File: config.mk
export PLATFORM = sky130hd
export DESIGN_NAME = mcore_mem_arbiter
export DESIGN_NICKNAME = d
export VERILOG_FILES = /design/src/rtl/mcore_arb_pkg.sv /design/src/rtl/mcore_id_fifo.sv /design/src/rtl/mcore_mem_arbiter.sv
export SDC_FILE = /design/constraint.sdc
export NUM_CORES = 1
export LEC_CHECK = 0
export BUFFER_PORTS_ARGS = -buffer_cell sky130_fd_sc_hd__buf_2
export CORE_AREA = 3 3 139 141
export CTS_CLUSTER_DIAMETER = 100
export CTS_CLUSTER_SIZE = 30
export DETAILED_ROUTE_END_ITERATION = 7
export DIE_AREA = 0 0 142 144
export SYNTH_ARGS = -nofsm -noshare
export SYNTH_HDL_FRONTEND = slang
export SYNTH_SLANG_ARGS = --single-unit
File: constraint.sdc
create_clock -name aclk -period 5 [get_ports aclk]
set_input_delay 0 -clock aclk [delete_from_list [all_inputs] [get_ports aclk]]
set_output_delay 0 -clock aclk [all_outputs]
set_load 0.05 [all_outputs]
File: src/rtl/mcore_arb_pkg.sv
// Shared types and the round-robin helper for the mcore memory arbiter.
package mcore_arb_pkg;

  localparam int MAX_NUM_REQ = 8;

  // Sized for the largest supported requester count so one type serves every configuration.
  typedef logic [$clog2(MAX_NUM_REQ)-1:0] req_id_t;

  // First active request scanning upward from ptr+1; unused upper lanes are zero, so the
  // wrap through them is equivalent to a wrap modulo the real requester count.
  function automatic req_id_t rr_pick(input logic [MAX_NUM_REQ-1:0] req, input req_id_t ptr);
    req_id_t pick;
    req_id_t idx;
    logic    found;
    pick  = ptr;
    found = 1'b0;
    for (int k = 1; k <= MAX_NUM_REQ; k++) begin
      idx = ptr + req_id_t'(k);
      if (!found && req[idx]) begin
        pick  = idx;
        found = 1'b1;
      end
    end
    return pick;
  endfunction

endpackage

File: src/rtl/mcore_id_fifo.sv
// In-order FIFO of requester IDs for granted-but-unanswered memory transactions.
module mcore_id_fifo
  import mcore_arb_pkg::*;
#(
  parameter int  DEPTH     = 4,
  localparam int PTR_WIDTH = $clog2(DEPTH),
  localparam int CNT_WIDTH = $clog2(DEPTH) + 1
) (
  input  logic                 aclk,
  input  logic                 areset,
  input  logic                 push,
  input  req_id_t              push_id,
  input  logic                 pop,
  output req_id_t              head,
  output logic                 full,
  output logic                 empty,
  output logic [CNT_WIDTH-1:0] count
);

  req_id_t              mem_r [DEPTH];
  logic [PTR_WIDTH-1:0] wr_ptr_r;
  logic [PTR_WIDTH-1:0] rd_ptr_r;
  logic [CNT_WIDTH-1:0] count_r;
  logic                 do_push_s;
  logic                 do_pop_s;

  assign full      = (count_r == CNT_WIDTH'(DEPTH));
  assign empty     = (count_r == {CNT_WIDTH{1'b0}});
  assign count     = count_r;
  assign head      = mem_r[rd_ptr_r];
  assign do_push_s = push && !full;
  assign do_pop_s  = pop && !empty;

  // ID storage and write pointer; pointers wrap naturally since DEPTH is a power of two
  always_ff @(posedge aclk or posedge areset) begin
    if (areset) begin
      for (int i = 0; i < DEPTH; i++) begin
        mem_r[i] <= req_id_t'(0);
      end
      wr_ptr_r <= {PTR_WIDTH{1'b0}};
    end else if (do_push_s) begin
      mem_r[wr_ptr_r] <= push_id;
      wr_ptr_r        <= wr_ptr_r + {{(PTR_WIDTH-1){1'b0}}, 1'b1};
    end else begin
      wr_ptr_r <= wr_ptr_r;
    end
  end

  // Read pointer advance
  always_ff @(posedge aclk or posedge areset) begin
    if (areset) begin
      rd_ptr_r <= {PTR_WIDTH{1'b0}};
    end else if (do_pop_s) begin
      rd_ptr_r <= rd_ptr_r + {{(PTR_WIDTH-1){1'b0}}, 1'b1};
    end else begin
      rd_ptr_r <= rd_ptr_r;
    end
  end

  // Occupancy; a simultaneous push and pop leaves it unchanged
  always_ff @(posedge aclk or posedge areset) begin
    if (areset) begin
      count_r <= {CNT_WIDTH{1'b0}};
    end else begin
      case ({do_push_s, do_pop_s})
        2'b10:   count_r <= count_r + {{(CNT_WIDTH-1){1'b0}}, 1'b1};
        2'b01:   count_r <= count_r - {{(CNT_WIDTH-1){1'b0}}, 1'b1};
        default: count_r <= count_r;
      endcase
    end
  end

endmodule

File: src/rtl/mcore_mem_arbiter.sv
// Round-robin arbiter sharing the single PS memory port among mcore requesters;
// responses are steered back to their issuer through an in-order ID FIFO.
module mcore_mem_arbiter
  import mcore_arb_pkg::*;
#(
  parameter int  NUM_REQ    = 3,
  parameter int  ADDR_WIDTH = 32,
  parameter int  DATA_WIDTH = 32,
  parameter int  MAX_OUTST  = 4,
  localparam int BE_WIDTH   = DATA_WIDTH / 8,
  localparam int CNT_WIDTH  = $clog2(MAX_OUTST) + 1
) (
  input  logic                                aclk,
  input  logic                                areset,
  input  logic [NUM_REQ-1:0]                  s_req,
  input  logic [NUM_REQ-1:0][ADDR_WIDTH-1:0]  s_addr,
  input  logic [NUM_REQ-1:0]                  s_we,
  input  logic [NUM_REQ-1:0][DATA_WIDTH-1:0]  s_wdata,
  input  logic [NUM_REQ-1:0][BE_WIDTH-1:0]    s_be,
  output logic [NUM_REQ-1:0]                  s_gnt,
  output logic [NUM_REQ-1:0]                  s_rsp_valid,
  output logic [DATA_WIDTH-1:0]               s_rsp_rdata,
  output logic                                s_rsp_error,
  output logic                                m_req,
  output logic [ADDR_WIDTH-1:0]               m_addr,
  output logic                                m_we,
  output logic [DATA_WIDTH-1:0]               m_wdata,
  output logic [BE_WIDTH-1:0]                 m_be,
  input  logic                                m_gnt,
  input  logic                                m_rsp_valid,
  input  logic [DATA_WIDTH-1:0]               m_rsp_rdata,
  input  logic                                m_rsp_error,
  output logic                                busy,
  output logic                                orphan_err
);

  logic [MAX_NUM_REQ-1:0] req_pad_s;
  logic [NUM_REQ-1:0]     sel_oh_s;
  req_id_t                ptr_r;
  req_id_t                locked_sel_r;
  req_id_t                rr_sel_s;
  req_id_t                sel_s;
  req_id_t                head_s;
  logic                   lock_r;
  logic                   orphan_r;
  logic                   fifo_full_s;
  logic                   fifo_empty_s;
  logic                   grant_s;
  logic                   pop_s;
  logic [CNT_WIDTH-1:0]   count_s;

  // Requester candidate: the held selection while a stalled request is pending, else round-robin
  always_comb begin
    req_pad_s              = {MAX_NUM_REQ{1'b0}};
    req_pad_s[NUM_REQ-1:0] = s_req;
    rr_sel_s               = rr_pick(req_pad_s, ptr_r);
    if (lock_r) begin
      sel_s = locked_sel_r;
    end else begin
      sel_s = rr_sel_s;
    end
  end

  // Full gating uses the registered count, so a same-cycle pop cannot admit a new request
  assign m_req       = (|s_req) && !fifo_full_s;
  assign grant_s     = m_req && m_gnt;
  assign pop_s       = m_rsp_valid && !fifo_empty_s;
  assign s_rsp_rdata = m_rsp_rdata;
  assign s_rsp_error = m_rsp_error;
  assign busy        = (count_s != {CNT_WIDTH{1'b0}}) || m_req;
  assign orphan_err  = orphan_r;

  // Downstream field mux and per-requester grant/response steering as AND-OR trees
  always_comb begin
    m_addr      = {ADDR_WIDTH{1'b0}};
    m_we        = 1'b0;
    m_wdata     = {DATA_WIDTH{1'b0}};
    m_be        = {BE_WIDTH{1'b0}};
    s_gnt       = {NUM_REQ{1'b0}};
    s_rsp_valid = {NUM_REQ{1'b0}};
    sel_oh_s    = {NUM_REQ{1'b0}};
    for (int i = 0; i < NUM_REQ; i++) begin
      sel_oh_s[i]    = (sel_s == req_id_t'(i));
      m_addr         = m_addr  | (s_addr[i]  & {ADDR_WIDTH{sel_oh_s[i]}});
      m_wdata        = m_wdata | (s_wdata[i] & {DATA_WIDTH{sel_oh_s[i]}});
      m_be           = m_be    | (s_be[i]    & {BE_WIDTH{sel_oh_s[i]}});
      m_we           = m_we    | (s_we[i]    & sel_oh_s[i]);
      s_gnt[i]       = grant_s & sel_oh_s[i];
      s_rsp_valid[i] = pop_s & (head_s == req_id_t'(i));
    end
  end

  // Round-robin pointer and stall lock; both hold while the FIFO is full because m_req is low
  always_ff @(posedge aclk or posedge areset) begin
    if (areset) begin
      ptr_r        <= req_id_t'(0);
      lock_r       <= 1'b0;
      locked_sel_r <= req_id_t'(0);
    end else if (grant_s) begin
      ptr_r        <= sel_s;
      lock_r       <= 1'b0;
      locked_sel_r <= locked_sel_r;
    end else if (m_req && !m_gnt) begin
      ptr_r        <= ptr_r;
      lock_r       <= 1'b1;
      locked_sel_r <= sel_s;
    end else begin
      ptr_r        <= ptr_r;
      lock_r       <= lock_r;
      locked_sel_r <= locked_sel_r;
    end
  end

  // Sticky flag for responses that arrive with nothing outstanding
  always_ff @(posedge aclk or posedge areset) begin
    if (areset) begin
      orphan_r <= 1'b0;
    end else if (m_rsp_valid && fifo_empty_s) begin
      orphan_r <= 1'b1;
    end else begin
      orphan_r <= orphan_r;
    end
  end

  mcore_id_fifo #(
    .DEPTH (MAX_OUTST)
  ) u_id_fifo (
    .aclk    (aclk),
    .areset  (areset),
    .push    (grant_s),
    .push_id (sel_s),
    .pop     (pop_s),
    .head    (head_s),
    .full    (fifo_full_s),
    .empty   (fifo_empty_s),
    .count   (count_s)
  );

endmodule

== Yosys cells after proc, flatten, opt, wreduce, memory -nomap -nowiden ==
Cells that the tools add are included.

* Flip-flop bits (word level): 27
* Latch bits: 0
* Memory bits (writable): 0
* Memory bits (read-only): 0
* Input port bits: 247
* Output and inout port bits: 111
* Logic and storage cells: 144
* Memories: 0

* $add $sub $neg: 11
* $mul: 0
* Div/mod/pow operators: 0
* Order comparisons: 11
* Equal/unequal tests: 7
* Shifts and indexed selects: 0
* Muxes and demuxes: 41
* Bitwise logic cells: 29
* Reduce and logical (&&, ||, !) cells: 34

{| class="wikitable"
|+ Operator list
! operator !! count
|-
| $and 32x32->32 || 6
|-
| $or 32x32->32 || 4
|-
| $mux 3 || 12
|-
| $lt 3x4->1 const B || 8
|-
| $bmux 1 s3 || 8
|-
| $mux 1 || 17
|-
| $logic_and 1x1->1 || 15
|-
| $add 3x3->3 const B || 4
|-
| $and 4x4->4 || 3
|-
| $bwmux 12 || 1
|-
| $logic_not 1->1 || 10
|-
| $and 1x1->1 || 9
|-
| $logic_not 3->1 || 3
|-
| $or 4x4->4 || 2
|-
| $add 3x1->3 const B || 2
|-
| $add 3x2->3 const B || 2
|-
| $bmux 3 s2 || 1
|-
| $demux 3 s2 || 1
|-
| $eq 3x1->1 const B || 2
|-
| $eq 3x2->1 const B || 2
|-
| $ge 3x3->1 const B || 2
|-
| $not 2->3 || 2
|-
| $pmux 3 s2 || 1
|-
| $add 2x1->2 const B || 2
|-
| 12 further kinds || 14
|}

== Longest topological paths before layout ==
* Word-level depth: 30
* Mapped depth: 14
* Depth with buffers taken out: 10

== By module ==
From an unflattened synthesis, not the netlist that was laid out.

* Cell total of the unflattened synthesis: 876
* Area, all modules: 6749.0 um2

{| class="wikitable"
|+ Modules (own cells, without submodules)
! module !! times used !! cells each !! area an instance (um2) !! seq. area each (um2)
|-
| mcore_mem_arbiter || 1 || 808 || 5806.8 || 200.2
|-
| mcore_id_fifo || 1 || 68 || 942.2 || 475.5
|}

== Worst setup path after synthesis ==
Ideal clock, no wire load.

* Path kind: flip-flop to output port
* Start point: register ptr_r[1]
* End point: output s_gnt[0]
* Data arrival time: 4214 ps
* Data required time: 5000 ps
* Slack: 786 ps
* Stages on the path, launching flop included: 14
* Buffers on the path: 4
* Cell sequence: dfrtp_1 buf_2 inv_1 ha_1 buf_2 nand2b_1 mux2_1 o21bai_1 a2bb2oi_1 a2bb2oi_1 o21a_1 buf_6 buf_6 nor4b_1

* Longest elaborated chain between the ends: 28
* Elaborated cells between the ends (all ways): 55
* Those cells by class: add/sub: 7; mux: 32; bitwise: 1; reduce/logical: 15

{| class="wikitable"
|+ RTL lines
! what !! RTL line !! text
|-
| start: declaration || mcore_mem_arbiter.sv:39 || <nowiki>req_id_t ptr_r;</nowiki>
|-
| start signal: assignment || mcore_mem_arbiter.sv:96 || <nowiki>ptr_r <= req_id_t'(0);</nowiki>
|-
| start signal: assignment || mcore_mem_arbiter.sv:100 || <nowiki>ptr_r <= sel_s;</nowiki>
|-
| start signal: assignment || mcore_mem_arbiter.sv:104 || <nowiki>ptr_r <= ptr_r;</nowiki>
|-
| $add 3x1->3 || mcore_arb_pkg.sv:18 || <nowiki>idx = ptr + req_id_t'(k);</nowiki>
|-
| $bmux 1 s3 || mcore_arb_pkg.sv:19 || <nowiki>if (!found && req[idx]) begin</nowiki>
|-
| $mux 1 (implied by the code) || mcore_arb_pkg.sv:19 ||
|-
| $mux 1 || mcore_arb_pkg.sv:19 ||
|-
| $logic_not 1->1 || mcore_arb_pkg.sv:19 ||
|-
| $logic_and 1x1->1 || mcore_arb_pkg.sv:19 ||
|-
| $mux 1 || mcore_arb_pkg.sv:19 ||
|-
| $logic_not 1->1 || mcore_arb_pkg.sv:19 ||
|-
| (+12 left out) || -- ||
|-
| $logic_and 1x1->1 || mcore_arb_pkg.sv:19 ||
|-
| $mux 1 || mcore_arb_pkg.sv:19 ||
|-
| $logic_not 1->1 || mcore_arb_pkg.sv:19 ||
|-
| $logic_and 1x1->1 || mcore_arb_pkg.sv:19 ||
|-
| $mux 3 * || mcore_arb_pkg.sv:19 ||
|-
| $mux 3 * || mcore_mem_arbiter.sv:57 || <nowiki>if (lock_r) begin</nowiki>
|-
| $logic_not 3->1 * || mcore_mem_arbiter.sv:83 || <nowiki>sel_oh_s[i] = (sel_s == req_id_t'(i));</nowiki>
|-
| $and 1x1->1 * || mcore_mem_arbiter.sv:88 || <nowiki>s_gnt[i] = grant_s & sel_oh_s[i];</nowiki>
|-
| end: declaration || mcore_mem_arbiter.sv:20 || <nowiki>output logic [NUM_REQ-1:0] s_gnt,</nowiki>
|}

Every way passes the cells marked *; elsewhere a longest branch is shown, timed or not. The select of a mux whose other input is x is not followed.

== Worst setup path after layout ==
* Start point: register ptr_r[1]
* End point: output m_addr[11]

* Longest elaborated chain between the ends: 30
* Elaborated cells between the ends (all ways): 61
* Those cells by class: add/sub: 7; eq/ne: 2; mux: 32; bitwise: 5; reduce/logical: 15

{| class="wikitable"
|+ RTL lines
! what !! RTL line !! text
|-
| $add 3x1->3 || mcore_arb_pkg.sv:18 ||
|-
| $bmux 1 s3 || mcore_arb_pkg.sv:19 ||
|-
| $mux 1 (implied by the code) || mcore_arb_pkg.sv:19 ||
|-
| $mux 1 || mcore_arb_pkg.sv:19 ||
|-
| $logic_not 1->1 || mcore_arb_pkg.sv:19 ||
|-
| $logic_and 1x1->1 || mcore_arb_pkg.sv:19 ||
|-
| $mux 1 || mcore_arb_pkg.sv:19 ||
|-
| $logic_not 1->1 || mcore_arb_pkg.sv:19 ||
|-
| (+14 left out) || -- ||
|-
| $logic_not 1->1 || mcore_arb_pkg.sv:19 ||
|-
| $logic_and 1x1->1 || mcore_arb_pkg.sv:19 ||
|-
| $mux 3 * || mcore_arb_pkg.sv:19 ||
|-
| $mux 3 * || mcore_mem_arbiter.sv:57 ||
|-
| $eq 3x1->1 / $logic_not 3->1 (equally long branches) || mcore_mem_arbiter.sv:83 ||
|-
| $and 32x32->32 || mcore_mem_arbiter.sv:84 || <nowiki>m_addr = m_addr | (s_addr[i] & {ADDR_WIDTH{sel_oh_s[i]}});</nowiki>
|-
| $or 32x32->32 || mcore_mem_arbiter.sv:84 ||
|-
| $or 32x32->32 * || mcore_mem_arbiter.sv:84 ||
|-
| end: declaration || mcore_mem_arbiter.sv:25 || <nowiki>output logic [ADDR_WIDTH-1:0] m_addr,</nowiki>
|}

Marks and branches as above.

==> results.toml <==
[clock_network]
cts_resized = 0
numCtsBuffers = 3
root_buffer = "clkbuf_16"
clk_pin_slew_ps = 70
post_cts_buffers = 0
clk_latency_ps = 260
cts.path.max_buffers = 2
htreeDepth = 1
cts.sinks = 27
cts_tree = "done"
holdBufCountCts = 1

[place]
dpl_worst_slack_ps = 847
dpl_cell_area_sq_um = 5330
gp_congestion = 0.838
dpl.cell_count = 916
numPortBuffers = 291
hpwl_mm = 13.5

[synthesis]
synth_edf_count = 0
yosys_warnings = 0
yosysTopAreaCell = "mux2i_1"
postSynthAreaPerCell_sq_um = 8.43
synth_fp_nets = 727
synth.distinct_cells = 59
seq_area_frac_synth_pct = 17.0
ys_ff_latch = 27
synth_flop_cell = "dfrtp_1"
synthCells = 472
yosysTopAreaCellShare_pct = 18.4
synth_area_leaders = "mux2i_1 18%, dfrtp_1 17%, o32ai_1 13%"
synth.cell_area_sq_um = 3980
async_reset_ff_share_pct = 100

[cells_and_area]
finalNetCount = 948
multi_input_area_sq_um = 2760
drive_gt1_share_pct = 48.4
stdcell_count = 921
n_antenna_cell = 0
syn_to_final_growth_pct = 36.2
final_area_sq_um = 5420
filler_cell_count = 1997
layout_commonest_cell = "buf_2"
seq_area_sq_um = 676
layout_common_cells = "291 x buf_2, 91 x nand2_1, 73 x mux2i_1"

[sta]
final-setup-viol-count = 0
fin_skew_ps = 6.23
rsz0062_at_grt = "false"
report.final.slew_viol_count = 0
fin_crit_ps = 4410
timing.final.crit_share_pct = 88.2
setup-tns-final_ps = 0
worst-slew-pin-transition_ps = 1000
timing.fmax_ghz = 0.227
hold_viol = 27
worst_slack_ps = 590
timing.hold.ws_ps = -30.3
slew-limit-headroom_pct = 33.0

[drt]
wire_per_inst_um = 18.2
ant_nets = 0
drt_iter0_drc = 204
firstDrtPassIters = 5
drc = 0
routed_wl_mm = 16.7
vias = 4492
avgViaCountPerCell = 4.88

[setup_path]
r2r_start = "ptr_r[1]"
crit_path_start = "ptr_r[1]"
critPathLaunchType = "flip-flop"
required_ps = 5000
path_max_fanout = 44
critical_path_class = "flip-flop to output port"
critPathArrivalTime_ps = 4410
endpoint_kind = "output port"

[global_routing]
grt_max_degree = 92
grt_pass1_wl_mm = 24.2
antenna_found_initial = 9
grt_pass1_vias = 4286
grt_overflow = 0
grt_usage_pct = 14.8

[run]
cap_violations = 0

[run_status]
status = "finished with violations"
violations = "hold timing"

[floorplan]
coreArea_sq_um = 18100
start_util_pct = 22.0
dieWidth_um = 142
io_pins = 358
placementRows = 49
dieArea_sq_um = 20400
die_y_um = 144

[worst_hold_path]
hold_class = "primary input to asynchronous set/reset pin"
## through the flow
| step | utilization [%] | hold slack, ps |
|---|---|---|
| after global placement | 29.5 | 0.341 |
| after detailed placement | 29.5 | 0.341 |
| after CTS | 30.0 | 0.341 |
| final | 30.0 | -30.3 |
| after global routing | 30.0 | 0.0718 |
| after floorplan | - | 52.7 |
## layout make-up
class	count	area share (%)
sequential	27	12.5
multi-input combinational	350	51.0
clock inverter	1	0.139
clock buffer	3	1.39
tap	229	5.29
timing repair buffer	298	28.8
inverter	13	0.900
## critical path: stages, from the launching register on
cell	delay, ps
dfrtp_1	610
inv_1	110
ha_1	490
mux2i_1	310
mux2_2	250
o21ai_0	130
nor3b_1	200
or3_4	350
o211ai_4	640
buf_4	580
o32ai_1	160
buf_2	250
## layer usage
layer  vias to the layer above  global-route usage [%]  wire length [um]
met2                       223                    23.7              8050
li1                       2185                       -                 -
met3                        18                    3.60              1380
met1                      2062                    20.7              7120
met4                         4                    2.17               178
met5                         -                       0                14
## sequential cells by signal (all words and copies together), names as in the netlist
name                flops
u_id_fifo.count         3
locked_sel_r            3
orphan_err              1
u_id_fifo.mem_r        12
u_id_fifo.rd_ptr_r      2
lock_r                  1
u_id_fifo.wr_ptr_r      2
ptr_r                   3
## cell families (layout without fill, tap and decap cells)
logic type	after synthesis	after routing	synth area share (%)
buf+inv	95	315	14.2
compound gates	121	121	27.0
xor+xnor	8	8	1.76
flops	27	27	17.0
simple gates	130	130	15.3
fa+ha+maj	8	8	2.71
mux	83	83	22.1
## path summary, 6_finish.rpt
path                                              end  slack, ps  cells after the start
worst min-delay path            u_id_fifo.wr_ptr_r[1]        -30                      2
max in group asynchronous                    ptr_r[1]       4420                      2
min in group aclk                     s_rsp_rdata[20]          0                      0
worst max-delay path                       m_addr[11]        590                     11
worst max register to register        locked_sel_r[1]       1590                      9
worst min register to register             orphan_err        460                      1
## Yosys cell counts (3+ instances only)
| library cell | n |
|---|---|
| o21ai_0 | 9 |
| xor2_1 | 3 |
| nor2_1 | 9 |
| buf_4 | 40 |
| nand2_1 | 91 |
| o32ai_1 | 57 |
| a21oi_1 | 8 |
| o31a_1 | 3 |
| inv_1 | 12 |
| o31ai_1 | 3 |
| o32ai_2 | 13 |
| buf_6 | 5 |
| nand3_1 | 4 |
| mux2i_1 | 73 |
| xnor2_1 | 5 |
| nand2b_1 | 5 |
| nor3_1 | 3 |
| o21ai_1 | 6 |
| buf_2 | 13 |
| clkbuf_1 | 23 |
| nor4b_1 | 3 |
| dfrtp_1 | 27 |
| ha_1 | 7 |
| mux4_2 | 3 |
| mux2_2 | 6 |
| nor4_1 | 3 |
Power is left out: the tool's default activity adds up to more than one toggle a clock period on the data nets, which glitch-free logic cannot reach.
